[config.mk]
export PLATFORM = sky130hd
export DESIGN_NAME = display_scan_controller
export DESIGN_NICKNAME = d
export VERILOG_FILES = /design/src/rtl/display_pkg.sv /design/src/rtl/tick_generator.sv /design/src/rtl/display_scan_controller.sv
export SDC_FILE = /design/constraint.sdc
export NUM_CORES = 1
export LEC_CHECK = 0
export BUFFER_PORTS_ARGS = -buffer_cell sky130_fd_sc_hd__buf_4
export CAP_MARGIN = 10
export CORE_MARGIN = 1
export CORE_UTILIZATION = 50
export DETAILED_ROUTE_END_ITERATION = 12
export PLACE_DENSITY = 0.74
export SLEW_MARGIN = 0
export SYNTH_ARGS = -nofsm -noshare
export SYNTH_HDL_FRONTEND = slang
export SYNTH_SLANG_ARGS = --single-unit
export TNS_END_PERCENT = 1
[constraint.sdc]
create_clock -name clk -period 2.5 [get_ports clk]
set_input_delay 0.25 -clock clk [delete_from_list [all_inputs] [get_ports clk]]
set_output_delay 0.25 -clock clk [all_outputs]
set_load 0.005 [all_outputs]
[src/rtl/display_pkg.sv]
// Shared constants and types for the 8-digit multiplexed hex display.
package display_pkg;

   localparam int NUM_DIGITS           = 8;
   localparam int DIGIT_W              = 4;
   localparam int REFRESH_DIV_DEFAULT  = 100000;
   localparam int BLINK_FRAMES_DEFAULT = 64;

   typedef logic [DIGIT_W-1:0] digit_t;

endpackage

[src/rtl/tick_generator.sv]
// Free-running prescaler: tick is high while the count holds DIV-1, once every DIV cycles.
module tick_generator #(
   parameter int DIV = 4
) (
   input  logic clk,
   input  logic reset_n,
   output logic tick
);

   localparam int CW = (DIV > 1) ? $clog2(DIV) : 1;
   localparam logic [CW-1:0] LAST = CW'(DIV - 1);

   logic [CW-1:0] count;

   always_ff @(posedge clk or negedge reset_n) begin
      if (!reset_n) begin
         count <= '0;
      end else if (count == LAST) begin
         count <= '0;
      end else begin
         count <= count + 1'b1;
      end
   end

   assign tick = (count == LAST);

endmodule

[src/rtl/display_scan_controller.sv]
// Scans eight hex digits, committing new values only between frames, with
// leading-zero blanking and per-digit blinking applied to the anode enables.
module display_scan_controller
   import display_pkg::*;
#(
   parameter int REFRESH_DIV  = REFRESH_DIV_DEFAULT,
   parameter int BLINK_FRAMES = BLINK_FRAMES_DEFAULT
) (
   input  logic        clk,
   input  logic        reset_n,
   input  logic [31:0] digs_in,
   input  logic        load,
   input  logic [7:0]  digit_en,
   input  logic        blank_lz,
   input  logic [7:0]  blink_mask,
   output logic [31:0] digs,
   output logic [2:0]  counter,
   output logic [7:0]  an_on,
   output logic        frame_start,
   output logic        load_ack
);

   localparam int FW = (BLINK_FRAMES > 1) ? $clog2(BLINK_FRAMES) : 1;
   localparam logic [FW-1:0] FRAME_LAST = FW'(BLINK_FRAMES - 1);

   logic          tick;
   logic          boundary;
   logic [31:0]   pend_val;
   logic          pend_flag;
   logic [FW-1:0] frame_cnt;
   logic          blink_phase;
   logic [7:0]    lz;
   logic          all_zero;
   digit_t        cur_digit;

   tick_generator #(
      .DIV (REFRESH_DIV)
   ) u_tick (
      .clk     (clk),
      .reset_n (reset_n),
      .tick    (tick)
   );

   assign boundary = tick && (counter == 3'd7);

   // Digit scan position and frame-boundary pulse.
   always_ff @(posedge clk or negedge reset_n) begin
      if (!reset_n) begin
         counter     <= '0;
         frame_start <= 1'b0;
      end else begin
         frame_start <= boundary;
         if (tick) begin
            counter <= counter + 3'd1;
         end
      end
   end

   // A load on the boundary cycle bypasses pending so it lands in this frame swap.
   always_ff @(posedge clk or negedge reset_n) begin
      if (!reset_n) begin
         digs      <= '0;
         pend_val  <= '0;
         pend_flag <= 1'b0;
         load_ack  <= 1'b0;
      end else begin
         load_ack <= boundary && (load || pend_flag);
         if (boundary) begin
            if (load) begin
               digs <= digs_in;
            end else if (pend_flag) begin
               digs <= pend_val;
            end
            pend_flag <= 1'b0;
         end else if (load) begin
            pend_val  <= digs_in;
            pend_flag <= 1'b1;
         end
      end
   end

   // Blink phase flips every BLINK_FRAMES frames.
   always_ff @(posedge clk or negedge reset_n) begin
      if (!reset_n) begin
         frame_cnt   <= '0;
         blink_phase <= 1'b0;
      end else if (boundary) begin
         if (frame_cnt == FRAME_LAST) begin
            frame_cnt   <= '0;
            blink_phase <= ~blink_phase;
         end else begin
            frame_cnt <= frame_cnt + 1'b1;
         end
      end
   end

   // Digit i is a leading zero when it and every digit above it are zero; digit 0 always shows.
   always_comb begin
      lz        = '0;
      all_zero  = 1'b1;
      cur_digit = '0;
      for (int i = NUM_DIGITS - 1; i >= 1; i--) begin
         cur_digit = digs[i*DIGIT_W +: DIGIT_W];
         all_zero  = all_zero & (cur_digit == '0);
         lz[i]     = blank_lz & all_zero;
      end
   end

   always_ff @(posedge clk or negedge reset_n) begin
      if (!reset_n) begin
         an_on <= '0;
      end else begin
         an_on <= digit_en & ~lz & ~(blink_mask & {NUM_DIGITS{blink_phase}});
      end
   end

endmodule

==> results.py, run 1 <==
metrics = {
    "cts": {
        "path_clk_slew_ns": 0.09,
        "clock_latency_ns": 0.37,
        "clock-root-buffer": "clkbuf_8",
        "clock-sinks": 102,
        "cts_tree": "done",
        "cts-resized-gates": 0,
        "cts_made_buffers": 9,
        "postCtsSetupBuffers": 0,
        "cts_max_level": 3,
        "clock_path_buffers": 2,
    },
    "yosys": {
        "mappedNetlistArea_sq_um": 4494,
        "synth_fa_ha_area_share_pct": 1.114,
        "muxShareOfSynthArea_pct": 15.87,
        "synth_xor_area_share_pct": 3.118,
        "synth.distinct_cells": 37,
        "synth_enable_flop_cells": 0,
        "synth-simple-area-share_pct": 10.33,
        "yosysMostFrequentCell": "dfrtp_1",
        "synthTopCellsByCount": "102 x dfrtp_1, 43 x o21ai_0, 34 x mux2_2",
        "synth.avg_cell_area_sq_um": 11.98,
        "ys_warn_count": 0,
        "synth_largest_area_cell": "dfrtp_1",
        "synth.yosys.seq_area_share_pct": 56.79,
        "synth_area_leaders": "dfrtp_1 57%, mux2_2 8.5%, mux2i_1 7.3%, o21ai_0 4.8%, o21ai_1 2.7%",
        "synthCells": 375,
        "synthArstFlopShare_pct": 100.0,
        "synth_compound_area_share_pct": 10.13,
        "synth_flop_cell": "dfrtp_1",
        "syn-num-nets": 431,
        "ys_ff_latch": 102,
        "synth_top_area_share_pct": 56.79,
        "synth_top_family_by_area": "multiplexers",
    },
    "grt": {
        "top_usage_layer": "met2",
        "grt_pass1_wl_um": 15630,
        "grt_overflow_total": 0,
        "use_met2_pct": 32.99,
        "grt_max_degree": 60,
        "use_met1_pct": 28.27,
        "grt_pass1_vias": 3190,
        "groute.usage.overall_pct": 20.69,
        "antenna_found_initial": 0,
        "use_met3_pct": 4.480,
    },
    "detailed_routing": {
        "detail-route-antenna-nets": 0,
        "wire_per_inst_um": 16.02,
        "first_pass_iters": 4,
        "drc": 0,
        "vias_per_cell": 5.562,
        "drt_iter0_drc": 108,
        "wl_um": 9357,
        "vias": 3248,
    },
    "worst_setup_path": {
        "path_delay_family": "simple AND/OR/NAND/NOR gates",
        "end_kind": "flop",
        "max_stage_delay_ns": 0.39,
        "crit_path_max_fanout": 32,
        "crit_type": "reg -> reg",
        "crit_buf_inv": 1,
        "crit_chain": "ha_1 -> and4_1 -> nand4_4 -> o21ai_4 -> buf_12 -> mux2_2",
        "crit_arrival_ns": 2.51,
        "required_ns": 2.75,
        "slowest_stage": "dfrtp_1",
        "cp-start-kind": "flop",
    },
    "timing": {
        "fin_crit_ns": 2.258,
        "skew_ns": 0.01087,
        "setup_violations": 0,
        "maxSlewViolCount": 0,
        "worst_pin_slew_ns": 0.6072,
        "setup_slack_ns": 0.2419,
        "rsz0062_at_grt": "no",
        "finalHoldViolCount": 0,
        "slew_headroom_pct": 59.52,
        "period_share_pct": 90.33,
        "tns_ns": 0,
        "fmax_ghz": 0.4428,
    },
    "floorplanning": {
        "io_pins": 97,
        "core-area_sq_um": 8721,
        "start_util_pct": 51.54,
        "die_w_um": 96.81,
        "rows": 34,
        "die-area_sq_um": 9372,
        "fp.dieH_um": 96.81,
    },
    "layout": {
        "drive_gt1_share_pct": 33.61,
        "nNetsFinal": 527,
        "fillers": 695,
        "antennaDiodeCount": 0,
        "area_growth_pct": 23.66,
        "utilization_pct": 63.73,
    },
    "power_and_ir_drop": {
        "total_power_mw": 3.143,
        "vdd_drop_max_uv": 269.6,
        "power_density_nw_per_um2": 565.4,
        "leakagePower_nw": 2.657,
    },
    "placement": {
        "post-place-ws_ns": 0.2503,
        "gp_congestion": 0.8134,
        "portBuffers": 96,
        "dpl.hpwl_um": 6463,
    },
    "status": {
        "status": "finished clean",
    },
    "min_path": {
        "min_path_type": "in -> reg",
    },
    "run": {
        "max_cap_viol_count": 0,
    },
}
-- layer usage --
layer  routed length [um]  part of all wire (%)
met5                    0                     0
met2                 4519                    48
met3                  509                   5.4
met1                 4191                    45
met4                  136                   1.5
-- cell type report --
class                      count  area, sq um  share of cell area [%]
timing repair buffer         104        808.3                   14.54
clock buffer                  11        141.4                   2.544
multi-input combinational    251         1827                   32.87
sequential                   102         2552                   45.93
inverter                       3        11.26                  0.2026
clock inverter                 5        82.58                   1.486
tap                          108        135.1                   2.431
-- worst paths after layout --
check	start	endpoint	slack [ns]	cells past startpoint
setup / recovery	u_tick.count[0]	pend_val[18]	0.24	6
hold / removal	blank_lz	an_on[7]	0.06	2
setup reg to reg	u_tick.count[0]	pend_val[18]	0.24	6
hold reg to reg	u_tick.count[0]	u_tick.count[0]	0.48	1
max in group asynchronous	reset_n	digs[28]	1.35	3
min in group asynchronous	reset_n	pend_val[25]	0.42	2
-- layout by cell type (no fill, tap or decap), types with 2 or more instances in the layout --
cell       synthesis  layout
nor2_1            13      13
o21ai_1           24      24
nand3_1            6       6
o21ai_0           43      42
nor4_1            10      10
buf_12             0       2
nor3_1             3       3
nor4b_4            2       2
xnor2_1           10      10
mux2i_1           33      33
mux2_2            34      34
o31ai_1            2       2
and4_1             5       5
nand4_1            5       5
clkbuf_8           0      10
xor2_1             6       6
a21oi_1            7       7
nand2_1           29      29
bufinv_16          0       2
dfrtp_1          102     102
buf_4              0     101
ha_1               4       4
a31oi_1            2       2
inv_1              3       3
clkinv_4           0       2
-- metrics by stage --
stage	hold WS [ns]	std cells	area, sq um
after floorplan	-0.04559	375	4494
after global placement	0.2888	567	5324
after detailed placement	0.3045	567	5324
after CTS	0.04962	584	5558
after global routing	0.06702	584	5558
final	0.05788	584	5558
-- cells by family after synthesis --
family,after synthesis
flip-flops,102
AND/OR/NAND/NOR,81
XOR/XNOR,16
multiplexers,67
adder cells (fa/ha/maj),4
buffers and inverters,22
AO/OA/AOI/OAI,83
-- state kept, by name (all words and copies together), names as in the netlist --
name	cells
an_on	8
blink_phase	1
counter	3
digs	32
frame_cnt	6
frame_start	1
load_ack	1
pend_flag	1
pend_val	32
u_tick.count	17
-- worst register-to-register path, delay by kind of cell (launching register included) --
kind                     cells  cell delay, ns
AND/OR/NAND/NOR              2            0.64
flip-flops                   1            0.39
multiplexers                 1            0.39
AO/OA/AOI/OAI                1            0.26
adder cells (fa/ha/maj)      1            0.23
buffers and inverters        1            0.23
-- power breakdown --
| part | total, mW | switching, mW | leakage [nW] | internal, mW |
|---|---|---|---|---|
| combinational | 0.255 | 0.111 | 1.22 | 0.144 |
| clock | 1.15 | 0.561 | 0.113 | 0.594 |
| sequential | 1.73 | 0.0268 | 1.32 | 1.71 |
-- repair_timing --
action	4_1_cts	5_1_grt
setup endpoints to repair	0	0
hold buffers	1	0
endpoints found under the hold margin	43	0
Power figures use the tool's default switching activity.
==> inputs of run 2 (changes only) <==
- BUFFER_PORTS_ARGS: -buffer_cell sky130_fd_sc_hd__buf_4 -> -buffer_cell sky130_fd_sc_hd__buf_2
==> run 2 against run 1 <==
Sequential power hardly changed. Via count rose by 0.40%. Worst setup slack got worse by 0.040 ns. Maximum frequency shrank 1.7%. Clock skew up 0.0044 ns. Critical endpoint is now pend_val[29]. Non-clock buffer count grew 1. Cell area decreased by 4.3%. Die area unchanged. Cell count grew 0.17%. Clock power hardly changed. Utilization fell by 2.7 points. Largest power group unchanged.
==> results.py, run 2 (synthesis gave the netlist of run 1 again) <==
metrics = {
    "floorplanning": {
        "core-area_sq_um": 8721,
        "fp.dieH_um": 96.81,
        "start_util_pct": 51.54,
        "io_pins": 97,
        "rows": 34,
        "die-area_sq_um": 9372,
        "die_w_um": 96.81,
    },
    "cts": {
        "path_clk_slew_ns": 0.10,
        "clock-root-buffer": "clkbuf_8",
        "cts_max_level": 3,
        "clock_latency_ns": 0.35,
        "clock-sinks": 102,
        "cts_tree": "done",
        "cts_made_buffers": 9,
        "clock_path_buffers": 2,
    },
    "timing": {
        "tns_ns": 0,
        "skew_ns": 0.01522,
        "setup_violations": 0,
        "period_share_pct": 91.93,
        "fin_crit_ns": 2.298,
        "slew_headroom_pct": 48.64,
        "fmax_ghz": 0.4351,
        "rsz0062_at_grt": "no",
        "worst_pin_slew_ns": 0.7703,
        "finalHoldViolCount": 0,
        "hold_slack_ns": 0.07076,
        "maxSlewViolCount": 0,
    },
    "grt": {
        "grt_pass1_vias": 3327,
        "grt_pass1_wl_um": 16010,
        "groute.usage.overall_pct": 21.05,
        "antenna_found_initial": 0,
        "grt_overflow_total": 0,
        "grt_max_degree": 61,
    },
    "layout": {
        "antennaDiodeCount": 0,
        "final_cell_mix": "102 x dfrtp_1, 95 x buf_2, 42 x o21ai_0, 34 x mux2_2, 33 x mux2i_1",
        "nNetsFinal": 528,
        "area_growth_pct": 18.40,
        "drive_gt1_share_pct": 33.96,
        "final_common_cell": "dfrtp_1",
        "multi_input_area_sq_um": 1827,
        "ff_latch_area_sq_um": 2552,
        "fillers": 726,
        "top_regs": "digs x32, pend_val x32, u_tick.count x17",
    },
    "placement": {
        "dpl.hpwl_um": 6693,
        "portBuffers": 96,
        "gp_congestion": 0.7816,
    },
    "detailed_routing": {
        "detail-route-antenna-nets": 0,
        "first_pass_iters": 4,
        "vias_per_cell": 5.574,
        "drc": 0,
        "drt_iter0_drc": 120,
        "wl_um": 9367,
        "vias": 3261,
        "wire_per_inst_um": 16.01,
    },
    "worst_setup_path": {
        "startpoint": "u_tick.count[0]",
        "reg2reg_to": "pend_val[29]",
        "crit_path_max_fanout": 18,
        "required_ns": 2.74,
        "end_kind": "flop",
        "worst_r2r_path_depth": 6,
        "crit_type": "reg -> reg",
        "cp-start-kind": "flop",
        "crit-reg2reg-launch": "u_tick.count[0]",
        "crit_arrival_ns": 2.54,
        "reg2reg_setup_slack_ns": 0.20,
    },
    "power_and_ir_drop": {
        "vdd_drop_max_uv": 363.3,
        "power_density_nw_per_um2": 585.5,
        "leakagePower_nw": 2.611,
    },
    "min_path": {
        "worstHoldStart": "blank_lz",
        "min_path_type": "in -> reg",
        "hold_depth": 2,
        "hold_path_end": "an_on[7]",
    },
    "status": {
        "status": "finished clean",
    },
    "run": {
        "max_cap_viol_count": 0,
    },
}
==> run 2: metrics by stage <==
stage,utilization (%),cells,total power [mW],worst slack (ns),instance area (sq um)
after floorplan,-,375,1.884,0.6480,4494
after global placement,58.26,568,1.986,0.3346,5081
after detailed placement,58.26,568,1.997,0.2208,5081
after CTS,61.02,585,3.159,0.1914,5321
after global routing,61.02,585,3.244,0.06260,5321
final,61.02,585,3.115,0.2017,5321
==> run 2: routing by layer <==
metal / track usage, % / routed length, um / up-vias
met4: 3.330 / 20 / 0
li1: - / - / 1544
met1: 29.00 / 4344 / 1633
met2: 34.51 / 4577 / 82
met5: 0 / 0 / -
met3: 5.202 / 425 / 2
==> run 2: cell type report <==
cell class,count,share of cell area [%]
flip-flops and latches,102,47.97
repair buffers,105,10.63
inverters,3,0.2116
well taps,108,2.539
clock buffers,10,2.586
multi-input cells,251,34.33
clock inverters,6,1.740
==> run 2: how the worst max path moves through the flow <==
stage                     cells past startpoint  slack (ns)           end
after floorplan                               6        0.65   pend_val[0]
after global routing                          6        0.06  pend_val[15]
after detailed placement                      6        0.22  pend_val[18]
after global placement                        6        0.33  pend_val[16]
final                                         6        0.20  pend_val[29]
after CTS                                     6        0.19  pend_val[29]
==> run 2: critical path, cell delays in order, from the launching register on <==
cell	delay, ns
dfrtp_1	0.40
ha_1	0.24
and4_1	0.32
nand4_4	0.31
o21ai_4	0.25
buf_4	0.29
mux2_2	0.36
==> run 2: what timing repair did <==
item / in CTS / in global routing
resized for setup: 0 / 0
endpoints found under the hold margin: 54 / 0
buffers inserted: 0 / 0
hold buffers: 1 / 0
==> run 2: where the power goes <==
part | leakage (nW) | total [mW] | switching [mW] | internal, mW
logic | 1.18 | 0.229 | 0.111 | 0.118
clock network | 0.109 | 1.15 | 0.558 | 0.597
registers | 1.32 | 1.73 | 0.0262 | 1.71
total | 2.61 | 3.12 | 0.694 | 2.42
==> inputs of run 3 (changes only) <==
--- a/config.mk
+++ b/config.mk
@@ -8,8 +8,10 @@
 export BUFFER_PORTS_ARGS = -buffer_cell sky130_fd_sc_hd__buf_2
 export CAP_MARGIN = 10
+export CELL_PAD_IN_SITES_DETAIL_PLACEMENT = 2
+export CELL_PAD_IN_SITES_GLOBAL_PLACEMENT = 2
 export CORE_MARGIN = 1
-export CORE_UTILIZATION = 50
+export CORE_UTILIZATION = 35
 export DETAILED_ROUTE_END_ITERATION = 12
-export PLACE_DENSITY = 0.74
+export PLACE_DENSITY_LB_ADDON = 0.1
 export SLEW_MARGIN = 0
 export SYNTH_ARGS = -nofsm -noshare
==> constraint.sdc (replaced) <==
create_clock -name clk -period 2.5 [get_ports clk]
set_input_delay 0.375 -clock clk [delete_from_list [all_inputs] [get_ports clk]]
set_output_delay 0.375 -clock clk [all_outputs]
set_load 0.005 [all_outputs]
==> run 3 against run 2 <==
First-iteration DRC count is 28% higher. Global-route usage is 1.4 points lower. Non-clock buffer count is 4 higher. Cell area is 3.3% higher. Critical path depth stayed put. Largest power group unchanged.
==> results.py, run 3 (synthesis gave the netlist of run 1 again) <==
metrics = {
    "timing": {
        "period_share_pct": 83.11,
        "slew_headroom_pct": 64.06,
        "worst_pin_slew_ns": 0.5342,
        "fmax_ghz": 0.4813,
        "fin_crit_ns": 2.078,
        "setup_violations": 0,
        "maxSlewViolCount": 0,
        "finalHoldViolCount": 0,
        "tns_ns": 0,
        "rsz0062_at_grt": "no",
        "skew_ns": 0.009202,
    },
    "cts": {
        "path_clk_slew_ns": 0.06,
        "clock-root-buffer": "clkbuf_16",
        "clock_latency_ns": 0.35,
        "cts_tree": "done",
        "clock-sinks": 102,
        "cts_max_level": 3,
        "postCtsSetupBuffers": 0,
        "cts_made_buffers": 9,
        "clock_path_buffers": 2,
    },
    "layout": {
        "final_cell_mix": "102 x dfrtp_1, 95 x buf_2, 42 x o21ai_0, 34 x mux2_2, 33 x mux2i_1",
        "drive_gt1_share_pct": 33.54,
        "fillers": 1310,
        "final_common_cell": "dfrtp_1",
        "antennaDiodeCount": 0,
        "top_regs": "digs x32, pend_val x32, u_tick.count x17",
        "nNetsFinal": 532,
        "area_growth_pct": 22.33,
    },
    "grt": {
        "grt_overflow_total": 0,
        "grt_pass1_vias": 3663,
        "groute.usage.overall_pct": 19.60,
        "grt_max_degree": 47,
        "grt_pass1_wl_um": 19430,
        "antenna_found_initial": 1,
    },
    "power_and_ir_drop": {
        "pwr-share-comb_pct": 7.2,
        "pwr-share-seq_pct": 51.5,
        "p_clk_share_pct": 41.3,
        "power.internal_mw": 2.631,
        "swShare_pct": 21.87,
        "total_power_mw": 3.368,
        "power_density_nw_per_um2": 612.6,
        "leakagePower_nw": 2.663,
        "switchingPower_mw": 0.7366,
        "vdd_drop_max_uv": 479.1,
    },
    "detailed_routing": {
        "first_pass_iters": 4,
        "detail-route-antenna-nets": 0,
        "drc": 0,
        "drt_iter0_drc": 154,
        "wl_um": 11720,
        "vias": 3325,
        "vias_per_cell": 5.100,
        "wire_per_inst_um": 17.98,
    },
    "floorplanning": {
        "die-area_sq_um": 13300,
        "die_w_um": 115.3,
        "start_util_pct": 35.76,
        "core-area_sq_um": 12570,
        "rows": 41,
        "fp.dieH_um": 115.3,
        "io_pins": 97,
    },
    "worst_setup_path": {
        "crit_type": "reg -> reg",
        "slowest_stage": "dfrtp_1",
        "max_stage_delay_ns": 0.40,
        "required_ns": 2.73,
        "crit_chain": "ha_1 -> and4_1 -> nand4_4 -> buf_4 -> nor2_1 -> mux2_2",
        "crit_arrival_ns": 2.30,
        "cp-start-kind": "flop",
        "end_kind": "flop",
        "crit_path_max_fanout": 19,
        "path_delay_family": "simple AND/OR/NAND/NOR gates",
        "crit_buf_inv": 1,
    },
    "placement": {
        "dpl.hpwl_um": 8234,
        "gp_congestion": 0.7070,
        "portBuffers": 96,
    },
    "min_path": {
        "min_path_type": "in -> reg",
    },
    "run": {
        "max_cap_viol_count": 0,
    },
    "status": {
        "status": "finished clean",
    },
}
==> run 3: cell count changes in the layout (fill, tap and decap cells not counted) <==
cell        change
inv_6           -1
buf_4           +3
bufinv_16       -1
clkbuf_1        +4
clkinvlp_4      -2
clkinv_4        -1
buf_12          +1
clkbuf_8        -9
clkbuf_16       +9
==> run 3: final cells by class <==
class / count / area, sq um / area share [%]
sequential: 102 / 2552 / 46.43
multi-input combinational: 251 / 1827 / 33.23
timing repair buffer: 109 / 608.1 / 11.06
clock buffer: 14 / 254.0 / 4.620
tap: 172 / 215.2 / 3.914
clock inverter: 1 / 30.03 / 0.5462
inverter: 3 / 11.26 / 0.2048
==> run 3: timing repair <==
| item | 4_1_cts | 5_1_grt |
|---|---|---|
| hold endpoints to repair | 28 | 0 |
| gates resized for setup | 0 | 0 |
| hold buffers | 1 | 0 |
==> run 3: power groups by stage <==
stage | Sequential, mW | Clock (mW) | Combinational [mW]
final | 1.74 | 1.39 | 0.241
after global routing | 1.74 | 1.50 | 0.269
after CTS | 1.74 | 1.45 | 0.251
after detailed placement | 1.77 | 0 | 0.247
after global placement | 1.76 | 0 | 0.239
after floorplan | 1.76 | 0 | 0.125
==> run 3: worst register-to-register path, delay by kind of cell, from the launching register on <==
| family | cells | cell delay (ns) |
|---|---|---|
| mux | 1 | 0.37 |
| fa+ha+maj | 1 | 0.25 |
| buf+inv | 1 | 0.23 |
| flops | 1 | 0.40 |
| simple gates | 3 | 0.71 |
==> run 3: metal layers <==
layer	up-vias	track usage [%]	share of wire (%)
met5	-	0	0.11
met4	2	5.195	0.87
met3	7	6.326	4.8
met2	64	33.33	51
met1	1711	23.92	44
li1	1541	-	-
==> run 3: path summary, 6_finish.rpt <==
check                                      from          endpoint  slack [ns]  cells after the start
worst max register to register  u_tick.count[0]      frame_cnt[0]        0.42                      6
min in group asynchronous               reset_n  u_tick.count[13]        0.49                      2
worst min-delay path              blink_mask[0]          an_on[0]        0.22                      2
worst min register to register  u_tick.count[0]   u_tick.count[0]        0.50                      1
worst max-delay path            u_tick.count[0]      frame_cnt[0]        0.42                      6
max in group asynchronous               reset_n          digs[19]        1.27                      3
==> run 3: through the flow <==
| stage | util, % | setup WS, ns | instance area, sq um | hold WS [ns] | instances |
|---|---|---|---|---|---|
| after CTS | 43.74 | 0.3758 | 5498 | 0.1998 | 652 |
| after global routing | 43.74 | 0.2151 | 5498 | 0.2024 | 652 |
| after global placement | 41.40 | 0.5343 | 5204 | 0.3351 | 636 |
| after detailed placement | 41.40 | 0.4363 | 5204 | 0.3401 | 636 |
| final | 43.74 | 0.4223 | 5498 | 0.2158 | 652 |
| after floorplan | - | 0.6480 | 4494 | 0.07941 | 375 |
